### config.mk
export PLATFORM = sky130hd
export DESIGN_NAME = synth_ctrl_flat
export DESIGN_NICKNAME = d
export VERILOG_FILES = /design/src/rtl/synth_pkg.sv /design/src/rtl/synth_ctrl_if.sv /design/src/rtl/synth_ctrl_fcw_glide.sv /design/src/rtl/synth_ctrl.sv /design/src/flat_wrapper.sv
export SDC_FILE = /design/constraint.sdc
export NUM_CORES = 1
export LEC_CHECK = 0
export ABC_CLOCK_PERIOD_IN_PS = 6200
export CAP_MARGIN = 0
export CELL_PAD_IN_SITES_DETAIL_PLACEMENT = 0
export CELL_PAD_IN_SITES_GLOBAL_PLACEMENT = 2
export CORE_ASPECT_RATIO = 1.1
export CORE_MARGIN = 3
export CORE_UTILIZATION = 36
export CTS_CLUSTER_DIAMETER = 120
export DETAILED_ROUTE_END_ITERATION = 12
export PLACE_DENSITY = 0.79
export SYNTH_ARGS = -nofsm -noshare
export SYNTH_HDL_FRONTEND = slang
export SYNTH_SLANG_ARGS = --single-unit
### constraint.sdc
create_clock -name i_clk -period 6.2 [get_ports i_clk]
set_input_delay 1.55 -clock i_clk [delete_from_list [all_inputs] [get_ports i_clk]]
set_output_delay 1.55 -clock i_clk [all_outputs]
set_load 0.05 [all_outputs]
### src/rtl/synth_pkg.sv
// Shared definitions for the tone-synth control path: opcodes, FSM states,
// FCW/glide widths and waveform-select encodings.
package synth_pkg;

    localparam int FCW_W  = 24;
    localparam int STEP_W = 12;
    localparam int CMD_W  = 16;

    localparam logic [3:0] OP_NOP    = 4'h0;
    localparam logic [3:0] OP_FCW_HI = 4'h1;
    localparam logic [3:0] OP_FCW_LO = 4'h2;
    localparam logic [3:0] OP_GLIDE  = 4'h3;
    localparam logic [3:0] OP_WAVE   = 4'h4;
    localparam logic [3:0] OP_MUTE   = 4'h5;
    localparam logic [3:0] OP_COMMIT = 4'hF;

    typedef enum logic [1:0] {
        ST_IDLE  = 2'd0,
        ST_ARM   = 2'd1,
        ST_GLIDE = 2'd2
    } state_t;

    localparam logic [1:0] WAVE_SINE   = 2'd0;
    localparam logic [1:0] WAVE_SQUARE = 2'd1;
    localparam logic [1:0] WAVE_TRI    = 2'd2;
    localparam logic [1:0] WAVE_NOISE  = 2'd3;

    function automatic logic opcode_known(input logic [3:0] op);
        logic known;
        case (op)
            OP_NOP, OP_FCW_HI, OP_FCW_LO, OP_GLIDE,
            OP_WAVE, OP_MUTE, OP_COMMIT: known = 1'b1;
            default:                     known = 1'b0;
        endcase
        return known;
    endfunction

endpackage

### src/rtl/synth_ctrl_if.sv
// Command handshake between the SPI receiver (master) and synth_ctrl (slave).
interface synth_ctrl_if;
    logic        cmd_valid;
    logic [15:0] cmd_data;
    logic        cmd_ready;
    logic        cmd_err;

    modport master (output cmd_valid, output cmd_data, input cmd_ready, input cmd_err);
    modport slave  (input cmd_valid, input cmd_data, output cmd_ready, output cmd_err);
endinterface

### src/rtl/synth_ctrl_fcw_glide.sv
// Combinational glide step: moves cur toward tgt by step without overshoot,
// flagging when the result lands exactly on the target.
module fcw_glide #(
    parameter int FCW_W  = synth_pkg::FCW_W,
    parameter int STEP_W = synth_pkg::STEP_W
) (
    input  logic [FCW_W-1:0]  cur,
    input  logic [FCW_W-1:0]  tgt,
    input  logic [STEP_W-1:0] step,
    output logic [FCW_W-1:0]  nxt,
    output logic              reached
);

    logic [FCW_W:0] cur_x_s;
    logic [FCW_W:0] tgt_x_s;
    logic [FCW_W:0] step_x_s;
    logic [FCW_W:0] dist_s;
    logic           up_s;

    // Distance and direction on one extra bit so neither the compare nor the step can wrap.
    always_comb begin
        cur_x_s  = {1'b0, cur};
        tgt_x_s  = {1'b0, tgt};
        step_x_s = {{(FCW_W+1-STEP_W){1'b0}}, step};
        up_s     = (tgt_x_s > cur_x_s);
        if (up_s) begin
            dist_s = tgt_x_s - cur_x_s;
        end else begin
            dist_s = cur_x_s - tgt_x_s;
        end
        reached = (dist_s <= step_x_s);
        if (reached) begin
            nxt = tgt;
        end else if (up_s) begin
            nxt = cur + step_x_s[FCW_W-1:0];
        end else begin
            nxt = cur - step_x_s[FCW_W-1:0];
        end
    end

endmodule

### src/rtl/synth_ctrl.sv
// Command-driven tone controller: decodes SPI command words into shadow
// registers and applies FCW on sample ticks (with glide) and wave/mute on phase wraps.
module synth_ctrl #(
    parameter int FCW_W  = synth_pkg::FCW_W,
    parameter int STEP_W = synth_pkg::STEP_W
) (
    input  logic             i_clk,
    input  logic             i_rst_n,
    synth_ctrl_if.slave      cmd,
    input  logic             i_sample_tick,
    input  logic             i_phase_wrap,
    output logic [FCW_W-1:0] o_fcw,
    output logic [1:0]       o_wave_sel,
    output logic             o_mute,
    output logic             o_glide_active
);
    import synth_pkg::*;

    state_t             state_r;
    state_t             state_nxt_s;
    logic [FCW_W-1:0]   fcw_r;
    logic [FCW_W-1:0]   fcw_nxt_s;
    logic [FCW_W-1:0]   target_r;
    logic [FCW_W-1:0]   shadow_fcw_r;
    logic [STEP_W-1:0]  step_r;
    logic [1:0]         shadow_wave_r;
    logic               shadow_mute_r;
    logic               wave_pend_r;
    logic [1:0]         wave_r;
    logic               mute_r;
    logic               ready_r;
    logic               err_r;
    logic               glide_r;

    logic [3:0]         op_s;
    logic [11:0]        pay_s;
    logic               accept_s;
    logic               commit_fcw_s;
    logic               commit_wave_s;
    logic               err_nxt_s;
    logic [FCW_W-1:0]   glide_nxt_s;
    logic               glide_reached_s;

    assign op_s          = cmd.cmd_data[15:12];
    assign pay_s         = cmd.cmd_data[11:0];
    assign accept_s      = cmd.cmd_valid & ready_r;
    assign commit_fcw_s  = accept_s & (op_s == OP_COMMIT) & pay_s[0];
    assign commit_wave_s = accept_s & (op_s == OP_COMMIT) & pay_s[1];
    assign err_nxt_s     = (cmd.cmd_valid & ~ready_r) | (accept_s & ~opcode_known(op_s));

    assign cmd.cmd_ready  = ready_r;
    assign cmd.cmd_err    = err_r;
    assign o_fcw          = fcw_r;
    assign o_wave_sel     = wave_r;
    assign o_mute         = mute_r;
    assign o_glide_active = glide_r;

    fcw_glide #(
        .FCW_W  (FCW_W),
        .STEP_W (STEP_W)
    ) u_fcw_glide (
        .cur     (fcw_r),
        .tgt     (target_r),
        .step    (step_r),
        .nxt     (glide_nxt_s),
        .reached (glide_reached_s)
    );

    // Next-state and next-FCW decode for the IDLE/ARM/GLIDE sequencer.
    always_comb begin
        state_nxt_s = state_r;
        fcw_nxt_s   = fcw_r;
        case (state_r)
            ST_IDLE: begin
                if (commit_fcw_s) begin
                    state_nxt_s = ST_ARM;
                end else begin
                    state_nxt_s = ST_IDLE;
                end
            end
            ST_ARM: begin
                if (i_sample_tick) begin
                    if ((step_r == {STEP_W{1'b0}}) || (target_r == fcw_r)) begin
                        fcw_nxt_s   = target_r;
                        state_nxt_s = ST_IDLE;
                    end else begin
                        fcw_nxt_s   = glide_nxt_s;
                        state_nxt_s = glide_reached_s ? ST_IDLE : ST_GLIDE;
                    end
                end else begin
                    state_nxt_s = ST_ARM;
                end
            end
            ST_GLIDE: begin
                if (i_sample_tick) begin
                    fcw_nxt_s   = glide_nxt_s;
                    state_nxt_s = glide_reached_s ? ST_IDLE : ST_GLIDE;
                end else begin
                    state_nxt_s = ST_GLIDE;
                end
                // A retarget keeps gliding even if this tick lands on the old target.
                if (commit_fcw_s) begin
                    state_nxt_s = ST_GLIDE;
                end else begin
                    state_nxt_s = state_nxt_s;
                end
            end
            default: begin
                state_nxt_s = ST_IDLE;
                fcw_nxt_s   = fcw_r;
            end
        endcase
    end

    // Sequencer state, live FCW, target and the state-decoded handshake outputs.
    always_ff @(posedge i_clk or negedge i_rst_n) begin
        if (!i_rst_n) begin
            state_r  <= ST_IDLE;
            fcw_r    <= {FCW_W{1'b0}};
            target_r <= {FCW_W{1'b0}};
            ready_r  <= 1'b1;
            glide_r  <= 1'b0;
            err_r    <= 1'b0;
        end else begin
            state_r  <= state_nxt_s;
            fcw_r    <= fcw_nxt_s;
            ready_r  <= (state_nxt_s != ST_ARM);
            glide_r  <= (state_nxt_s == ST_GLIDE);
            err_r    <= err_nxt_s;
            if (commit_fcw_s) begin
                target_r <= shadow_fcw_r;
            end
        end
    end

    // Shadow registers written by accepted configuration commands.
    always_ff @(posedge i_clk or negedge i_rst_n) begin
        if (!i_rst_n) begin
            shadow_fcw_r  <= {FCW_W{1'b0}};
            step_r        <= {STEP_W{1'b0}};
            shadow_wave_r <= WAVE_SINE;
            shadow_mute_r <= 1'b0;
        end else if (accept_s) begin
            case (op_s)
                OP_FCW_HI: shadow_fcw_r[FCW_W-1 -: 12] <= pay_s;
                OP_FCW_LO: shadow_fcw_r[11:0]          <= pay_s;
                OP_GLIDE:  step_r                      <= pay_s[STEP_W-1:0];
                OP_WAVE:   shadow_wave_r               <= pay_s[1:0];
                OP_MUTE:   shadow_mute_r               <= pay_s[0];
                default:   shadow_fcw_r                <= shadow_fcw_r;
            endcase
        end
    end

    // Wave/mute commit: armed by COMMIT bit1, applied on the next phase wrap.
    always_ff @(posedge i_clk or negedge i_rst_n) begin
        if (!i_rst_n) begin
            wave_pend_r <= 1'b0;
            wave_r      <= WAVE_SINE;
            mute_r      <= 1'b1;
        end else begin
            if (i_phase_wrap && wave_pend_r) begin
                wave_r <= shadow_wave_r;
                mute_r <= shadow_mute_r;
            end
            if (commit_wave_s) begin
                wave_pend_r <= 1'b1;
            end else if (i_phase_wrap) begin
                wave_pend_r <= 1'b0;
            end
        end
    end

endmodule
### src/flat_wrapper.sv
// flat-port wrapper written by rule: the top's interface ports become plain ports
module synth_ctrl_flat import synth_pkg::*;
#(
    parameter int FCW_W  = synth_pkg::FCW_W,
    parameter int STEP_W = synth_pkg::STEP_W
)
  (i_clk, i_rst_n, i_sample_tick, i_phase_wrap, o_fcw, o_wave_sel, o_mute, o_glide_active, cmd_cmd_valid, cmd_cmd_data, cmd_cmd_ready, cmd_cmd_err);
  synth_ctrl_if cmd_i ();
  input  logic i_clk;
  input  logic i_rst_n;
  input  logic i_sample_tick;
  input  logic i_phase_wrap;
  output logic [FCW_W-1:0] o_fcw;
  output logic [1:0] o_wave_sel;
  output logic o_mute;
  output logic o_glide_active;
  input wire logic [$bits(cmd_i.cmd_valid)-1:0] cmd_cmd_valid;
  input wire logic [$bits(cmd_i.cmd_data)-1:0] cmd_cmd_data;
  output wire logic [$bits(cmd_i.cmd_ready)-1:0] cmd_cmd_ready;
  output wire logic [$bits(cmd_i.cmd_err)-1:0] cmd_cmd_err;
  assign cmd_i.cmd_valid = cmd_cmd_valid;
  assign cmd_i.cmd_data = cmd_cmd_data;
  assign cmd_cmd_ready = cmd_i.cmd_ready;
  assign cmd_cmd_err = cmd_i.cmd_err;
  synth_ctrl #(.FCW_W(FCW_W), .STEP_W(STEP_W)) u_core (.i_clk(i_clk), .i_rst_n(i_rst_n), .cmd(cmd_i), .i_sample_tick(i_sample_tick), .i_phase_wrap(i_phase_wrap), .o_fcw(o_fcw), .o_wave_sel(o_wave_sel), .o_mute(o_mute), .o_glide_active(o_glide_active));
endmodule
==> results of run 1 <==
## worst register-to-register path, delay by kind of cell, from the launching register on
family          cells  cell delay, ns
compound gates      6            1.00
mux                 2            0.35
flops               1            0.43
buf+inv             5            0.74
xor+xnor            1            0.17
fa+ha+maj           2            0.64
simple gates       13            2.33
## area by class of cell
cell class / count / area share (%)
Clock buffer: 9 / 2.33
Tap cell: 295 / 3.82
Inverter: 88 / 3.41
Sequential cell: 96 / 24.9
Clock inverter: 7 / 0.841
Timing Repair Buffer: 103 / 9.61
Multi-Input combinational cell: 726 / 55.1
## worst min-delay path by stage
stage,startpoint,endpoint,slack (ns)
final,u_core.shadow_wave_r[0],u_core.o_wave_sel[0],0.51
after global routing,u_core.shadow_wave_r[0],u_core.shadow_wave_r[0],0.52
after CTS,u_core.shadow_fcw_r[15],u_core.shadow_fcw_r[15],0.51
after detailed placement,u_core.shadow_fcw_r[1],u_core.target_r[1],0.49
after global placement,u_core.shadow_fcw_r[15],u_core.target_r[15],0.49
after floorplan,u_core.state_r[1],u_core.cmd.cmd_ready,0.47
## power groups by stage
stage / clock network, µW / logic, µW / registers [µW]
global placement: 0 / 4380 / 1000
finish: 586 / 4450 / 991
CTS: 602 / 4360 / 995
floorplan: 0 / 2810 / 1240
global route: 626 / 4940 / 1020
detailed placement: 0 / 4330 / 1010
## stage by stage
step / power [µW] / area [µm²]
after floorplan: 4050 / 8160
after global placement: 5390 / 9190
after detailed placement: 5340 / 9190
after CTS: 5960 / 9500
after global routing: 6580 / 9670
final: 6030 / 9670
## cells in the final DEF, fill, tap and decap left out, types with 6 or more instances in the layout
cell type / instances
dfrtp_1: 89
inv_1: 88
o21ai_0: 84
nand2_1: 80
ha_1: 78
a21oi_1: 75
mux2_2: 57
nor2_1: 52
buf_4: 51
clkdlybuf4s50_1: 49
xnor2_1: 30
nand3_1: 29
mux2i_1: 26
xor2_1: 19
nor3_1: 15
nor2b_1: 14
o21a_1: 13
a21o_1: 13
nand4_1: 12
o21bai_1: 10
clkbuf_16: 10
o211ai_1: 9
a211oi_1: 8
a31oi_1: 7
and2_1: 6
## flip-flops by register name, indices dropped and copies added (netlist names)
name                   flops
u_core.cmd.cmd_err         1
u_core.shadow_mute_r       1
u_core.o_wave_sel          2
u_core.step_r             12
u_core.o_glide_active      1
u_core.shadow_wave_r       2
u_core.shadow_fcw_r       24
u_core.wave_pend_r         1
u_core.target_r           24
u_core.o_fcw              24
u_core.state_r             2
u_core.o_mute              1
u_core.cmd.cmd_ready       1
## logic make-up (layout without fill, tap and decap cells)
kind of cell,after synthesis,count (layout)
simple gates,245,245
xor+xnor,49,49
fa+ha+maj,87,87
buf+inv,127,207
flops,96,96
compound gates,261,261
mux,84,84
## layer usage
layer	vias to the layer above	GRT usage (%)	wire, µm
li1	3510	-	-
met1	3407	27.1	11400
met2	166	37.7	13100
met3	64	2.21	731
met4	0	13.9	1740
met5	-	0	0
## what timing repair did
action / CTS / global route
setup endpoints to repair: 0 / 26
gates resized for setup: 0 / 21
buffers inserted: 0 / 8
endpoints found under the hold margin: 0 / 0
==> metrics list, run 1 <==
- The number of cells on the worst reg-to-reg path is 29.
- Area occupied by multi-input gates: 5330 µm²
* Pins over their slew limit: 0
- Main combinational cell family by area after synthesis: compound AO/OA/AOI/OAI gates
* Max stage delay cell, worst path: or4_4
- After clock tree synthesis, the flow added hold-fix buffers numbering 0.
- Most frequently used cell type in the post-synthesis netlist: dfrtp_1
* Number of rows in the core area: 57
- Worst setup slack after placement: 0.334 ns
- The critical path contains buffers and inverters numbering 5 combined.
- After synthesis, the share of cell area in mux cells is 11.2%.
- Of the available clock period, the critical path in the final layout requires 92.6%.
* Slack of the critical path: 0.456 ns
- The tightest min-delay check is of the flip-flop to flip-flop type.
- Total placed cells including tap cells: 1299
- Result of the run: completed
- Each instance of the synthesized netlist takes up on average 8.60 µm².
- The largest total area in the synthesized netlist belongs to dfrtp_1.
* Setup violations, final: 0
* Effective utilization at floorplan: 36.8%
* Die footprint: 24500 µm²
- Clock tree from TritonCTS: done
* Total DRC errors in the routed layout: 0
- The worst setup path is captured at a flip-flop.
* Switching share of total power: 52.2%
- STA puts the critical path data required time at 6.45 ns.
- Die H: 164 µm
- Following the worst setup path forward leads to its endpoint at u_core.o_fcw[13].
- Share of power burned in the clock network: 9.7%
- Actual transition at the worst max-transition pin: 0.845 ns
- Ranked by instance count, the synthesized netlist is headed by dfrtp_1 (94), inv_1 (88), o21ai_0 (85).
* Yosys reg bits: 96
* Number of port buffers: 50
* Number of levels in the clock H-tree: 3
- In the routed layout, each cell is associated on average with a via count of 5.40.
- Predominant post-synthesis flop cell: dfrtp_1
- Clock buffer count from CTS: 9
* Combinational group share of total power: 73.8%
- Across the routed clock network, the largest skew measured is 0.00970 ns.
- Synth async-reset ratio: 100%
- Along the worst hold path, the cell count comes to 1.
- Number of distinct library cell variants in the gate-level netlist after synthesis: 68
- Summed over all cells, the static leakage comes to 0.00422 µW.
- Fill cells in the final layout number 2222.
- Tracing the worst setup path back leads to its startpoint at u_core.o_fcw[12].
- At the worst endpoint, the arrival time is 5.99 ns.
* Biggest area contributors in the synthesized netlist: dfrtp_1 (29%), ha_1 (13%), mux2_2 (7.9%)
- The first TritonRoute pass finished after 5 iterations.
- At the end of routability-driven placement, the weighted congestion stood at 0.897.
- Compound-cell area share of the yosys netlist: 19.6%
- The initial antenna violation count came to 0.
- Internal Power: 2880 µW
- For the worst-skew pair, the clock arrives at the later sink with an insertion delay of 0.36 ns.
* Arithmetic-cell share of the synthesized area counting full adders, half adders and majority gates: 13.6%
- Worst supply voltage drop on vdd: 0.263 mV
- Core footprint: 22200 µm²
- Category of cells accounting for the largest share of critical-path delay: simple AND/OR/NAND/NOR gates
* YS warnings: 0
- In this run, the number of DRC markers left after iteration 0 of detailed routing was 382.
- From synthesis to final layout, the design area changed by 18.5%.
- Pin placement for this block handled 51 I/O pins.
- Worst Path Max Fanout: 11
- Number of synthesized flops with an enable pin: 0
* Maximum clock path buffer count: 2
- For this run, the slowest stage of the critical path takes 0.50 ns.
* Number of sinks driven by the clock tree: 96
- Layout cells sized above 1: 15.6%
- Post-synthesis simple-gate area fraction: 14.6%
- For this block, the via count after detailed routing is 7147.
* Number of endpoints with negative hold slack in the final report: 0
- Pin count of the biggest net entering global routing: 53
* Clk root buf: clkbuf_16
- Post-detailed-placement half-perimeter wirelength: 21600 µm
* Xor/xnor cell area share of the yosys netlist: 5.26%
- Cell Count, Final, Fillers Out: 1324
- Pwr/cell area: 623 nW/µm²
- Minimum period implied by the final worst setup slack: 5.74 ns
- Across every metal layer, demand over resource in global routing totals 22.2%.
- Setup repair after global routing left no endpoint under its margin.
- After global routing the overflow that remains totals 0.
- After the last flow step, the layout net total stands at 1132.
- Most used cell along the critical path: nand4_1
- Remaining antenna violation count after routing: 0
- The endpoint identified for the worst register-to-register timing path is u_core.o_fcw[13].
* Kind of critical path: flip-flop to flip-flop
- Summing the sequential cell areas from Yosys gives 29.5% of the chip area.
- First-pass GRT wire length: 41300 µm
- Routed wirelength normalized by instance count: 20.3 µm
- Critical path startpoint category: flip-flop
- Final hold analysis gives a worst-case slack of 0.507 ns.
* Drt total wl: 26900 µm
- Utilization after layout: 43.6%
- ANT cells: 0
- Relative contribution of sequential cells to total power: 16.5%
* Area share of the largest cell type after synthesis: 28.8%
* Vias in the first global route: 7298
* Synthesized Nets: 1057
- After routing, the total negative slack on setup checks comes to 0 ns.
* Switching power: 3140 µW
- Post-synthesis instance area: 8160 µm²
- After clock tree synthesis, the clock-pin slew on the worst setup and hold paths is 0.08 ns.
* Max-cap viol count: 0
- Die width: 150 µm
* Maximum frequency from static timing analysis: 174 MHz
- Reg2Reg Launch Point: u_core.o_fcw[12]
* Cell depth of the worst setup path: 29
- In the final layout, flip-flops and latches occupy 2410 µm².
* Relative slew slack: 43.7%
- Synthesis handed over a netlist of 949 instances.
* Slack of the worst reg-to-reg path: 0.46 ns
No activity file was read; power rests on OpenSTA's default activity.
==> run 2: changes to the inputs <==
--- a/config.mk
+++ b/config.mk
@@ -5,8 +5,7 @@
 export SDC_FILE = /design/constraint.sdc
 export NUM_CORES = 1
 export LEC_CHECK = 0
-export ABC_CLOCK_PERIOD_IN_PS = 6200
-export CAP_MARGIN = 0
+export ABC_CLOCK_PERIOD_IN_PS = 7350
 export CELL_PAD_IN_SITES_DETAIL_PLACEMENT = 0
 export CELL_PAD_IN_SITES_GLOBAL_PLACEMENT = 2
 export CORE_ASPECT_RATIO = 1.1
@@ -14,6 +13,7 @@
 export CORE_UTILIZATION = 36
 export CTS_CLUSTER_DIAMETER = 120
 export DETAILED_ROUTE_END_ITERATION = 12
+export HOLD_SLACK_MARGIN = 0.05
 export PLACE_DENSITY = 0.79
 export SYNTH_ARGS = -nofsm -noshare
 export SYNTH_HDL_FRONTEND = slang
==> constraint.sdc (replaced) <==
create_clock -name i_clk -period 7.35 [get_ports i_clk]
set_input_delay 1.8375 -clock i_clk [delete_from_list [all_inputs] [get_ports i_clk]]
set_output_delay 1.8375 -clock i_clk [all_outputs]
set_load 0.05 [all_outputs]
==> run 2 against run 1 <==
Final cell count down 3.1%. Sequential share of layout area up 1.1 points. Die area unchanged. Flip-flop and latch count unchanged. Global-route usage down 0.41 points. Worst hold slack worse by 0.0013 ns. Core utilization down 1.9 points. Power down 18%. Register-to-register slack better by 0.48 ns. Worst setup slack better by 0.48 ns. Via count down 1.8%. Critical path type unchanged.
==> metrics list, run 2 (synthesis gave the netlist of run 1 again) <==
- Result of the run: completed
- Port buffering added 50 buffers.
- Setup violations remaining at the end of the flow were counted as 0.
- Leak Pwr: 0.00401 µW
- Final Cycle Share: 87.3%
* Slack of the worst reg-to-reg path: 0.94 ns
- Hold WC Path Type: flip-flop to flip-flop
- Count of fill cells added during filler insertion: 2272
* Drt total wl: 26200 µm
- The post-route netlist has 10.3% of its cells at a drive strength greater than 1.
- The critical path in this run is classified as flip-flop to flip-flop.
* CTS clock-pin slew for the worst setup and hold paths: 0.09 ns
- The core region is 22200 µm².
* Leading cell type in the layout, fill and taps excluded: dfrtp_1
* Max stage delay cell, worst path: or4_1
- The path with the worst hold slack has its endpoint at u_core.target_r[4].
- Total DRC errors in the routed layout: 0
* Relative contribution of sequential cells to total power: 17.3%
* Arrival time reported for the critical path endpoint: 6.66 ns
- Vias in the first global route: 7093
- The count of final hold-check violations came to 0.
- 0 antenna diodes ended up in the layout.
* Utilization after layout: 41.7%
- Minimum period implied by the final worst setup slack: 6.41 ns
- Final layout net count: 1091
- Among cell families on the critical path, the largest total delay comes from simple AND/OR/NAND/NOR gates.
* Post-place instance area: 8940 µm²
- Setup Total Neg Slack: 0 ns
- Pin count of the biggest net entering global routing: 65
- Number of buffers added to fix hold violations after cts: 0
- Pwr/cell area: 535 nW/µm²
* Combinational group share of total power: 72.5%
- The largest single stage delay on the critical path is 0.60 ns.
* Worst Path Max Fanout: 14
* Max-cap viol count: 0
- Hold Path Stages: 1
- Required time worst endpoint: 7.59 ns
* Startpoint of the tightest hold check path: u_core.shadow_fcw_r[4]
- Buffers added to address setup during post-CTS repair amount to 0.
- DRT Pass-1 Iters: 5
* Critical path buffer and inverter count: 2
* Number of placed I/O pins: 51
* Most used cell along the critical path: nand4_1
- Clk root buf: clkbuf_16
- Number of sinks driven by the clock tree: 96
- DRT iter0 DRCs: 352
- Maximum clock path buffer count: 2
- Number of rows in the core area: 57
- The total overflow left after global routing is 0.
* Critical path startpoint category: flip-flop
- Final weighted congestion in routability-driven placement: 0.874
- From synthesis to final layout, the design area changed by 13.4%.
* Internal Power: 2320 µW
* Slack of the critical path: 0.936 ns
* Unrepaired setup endpoints after global routing: false
- Post-detailed-placement half-perimeter wirelength: 21000 µm
* Routed vias: 7018
* Actual transition at the worst max-transition pin: 0.863 ns
- CTS built an H-tree with a depth of 3.
- Worst supply voltage drop on vdd: 0.303 mV
- Number of antenna violations at the first check in global routing: 0
- Worst setup slack after placement: 0.955 ns
* Commonest cells after routing, fill and taps aside: dfrtp_1 (94), inv_1 (88), o21ai_0 (84), ha_1 (84), nand2_1 (80)
- The floorplan step defined a die boundary enclosing 24500 µm².
- In this run the critical register-to-register path is launched from u_core.o_fcw[18].
* First-pass GRT wire length: 41000 µm
- Share of power burned in the clock network: 10.2%
- TritonCTS built the clock tree.
- Die H: 164 µm
- The final number of max-transition violations was 0.
* Maximum frequency from static timing analysis: 156 MHz
- Net switching is 53.1% of the power.
- Cells resized by post-CTS repair: 0
* Global-route usage over all layers: 21.8%
- The worst register-to-register path ends at u_core.o_fcw[16].
* Clock latency at the later pin of the worst-skew pair: 0.37 ns
* Switching power: 2630 µW
* Clock buffer count from CTS: 9
- Once the floorplan was initialized, standard cells occupied 36.8% of the core.
- Remaining antenna violation count after routing: 0
- The die is 150 µm wide.
- The worst setup path is captured at a flip-flop.
- The number of placed instances, taps included, is 1267.
* Final instance area: 9250 µm²
* Routed wirelength normalized by instance count: 20.4 µm
* Largest clock skew in the final design: 0.0140 ns
* Cell Count, Final, Fillers Out: 1283
- Post-DR vias/cell: 5.47
- Relative slew slack: 42.5%
- The number of cells on the worst reg-to-reg path is 26.
## run 2: worst max-delay path by stage
stage,start,end,slack [ns],depth (start not counted)
floorplan,u_core.o_fcw[15],u_core.o_fcw[22],1.40,26
global placement,u_core.o_fcw[18],u_core.o_fcw[16],0.99,26
detailed placement,u_core.o_fcw[18],u_core.o_fcw[16],0.95,26
CTS,u_core.o_fcw[18],u_core.o_fcw[16],0.94,26
global route,u_core.o_fcw[18],u_core.o_fcw[16],0.37,26
finish,u_core.o_fcw[18],u_core.o_fcw[16],0.94,26
## run 2: per-layer routing
layer  share of wire, %  wire length, µm  GRT usage [%]
met1                 43            11300           27.2
met2                 50            13200           38.7
met3                2.8              725           2.26
met4                3.7              966           8.45
met5                  0                0              0
## run 2: cell type report
cell class / instances / area [µm²] / share of cell area (%)
timing repair buffer: 62 / 588 / 6.36
tap: 295 / 369 / 3.99
clock inverter: 7 / 88.8 / 0.960
multi-input combinational: 726 / 5250 / 56.7
sequential: 96 / 2400 / 26.0
inverter: 88 / 330 / 3.57
clock buffer: 9 / 225 / 2.43
## run 2: power groups by stage
stage	sequential, µW	clock (µW)	combinational [µW]
final	856	504	3590
after global routing	882	540	3990
after CTS	863	516	3600
after detailed placement	874	0	3570
after global placement	868	0	3630
after floorplan	1040	0	2370
## run 2: stage by stage
step | power, µW | hold slack, ns
after floorplan | 3410 | 0.473
after detailed placement | 4450 | 0.490
after CTS | 4980 | 0.500
final | 4950 | 0.505
after global placement | 4490 | 0.483
after global routing | 5410 | 0.525
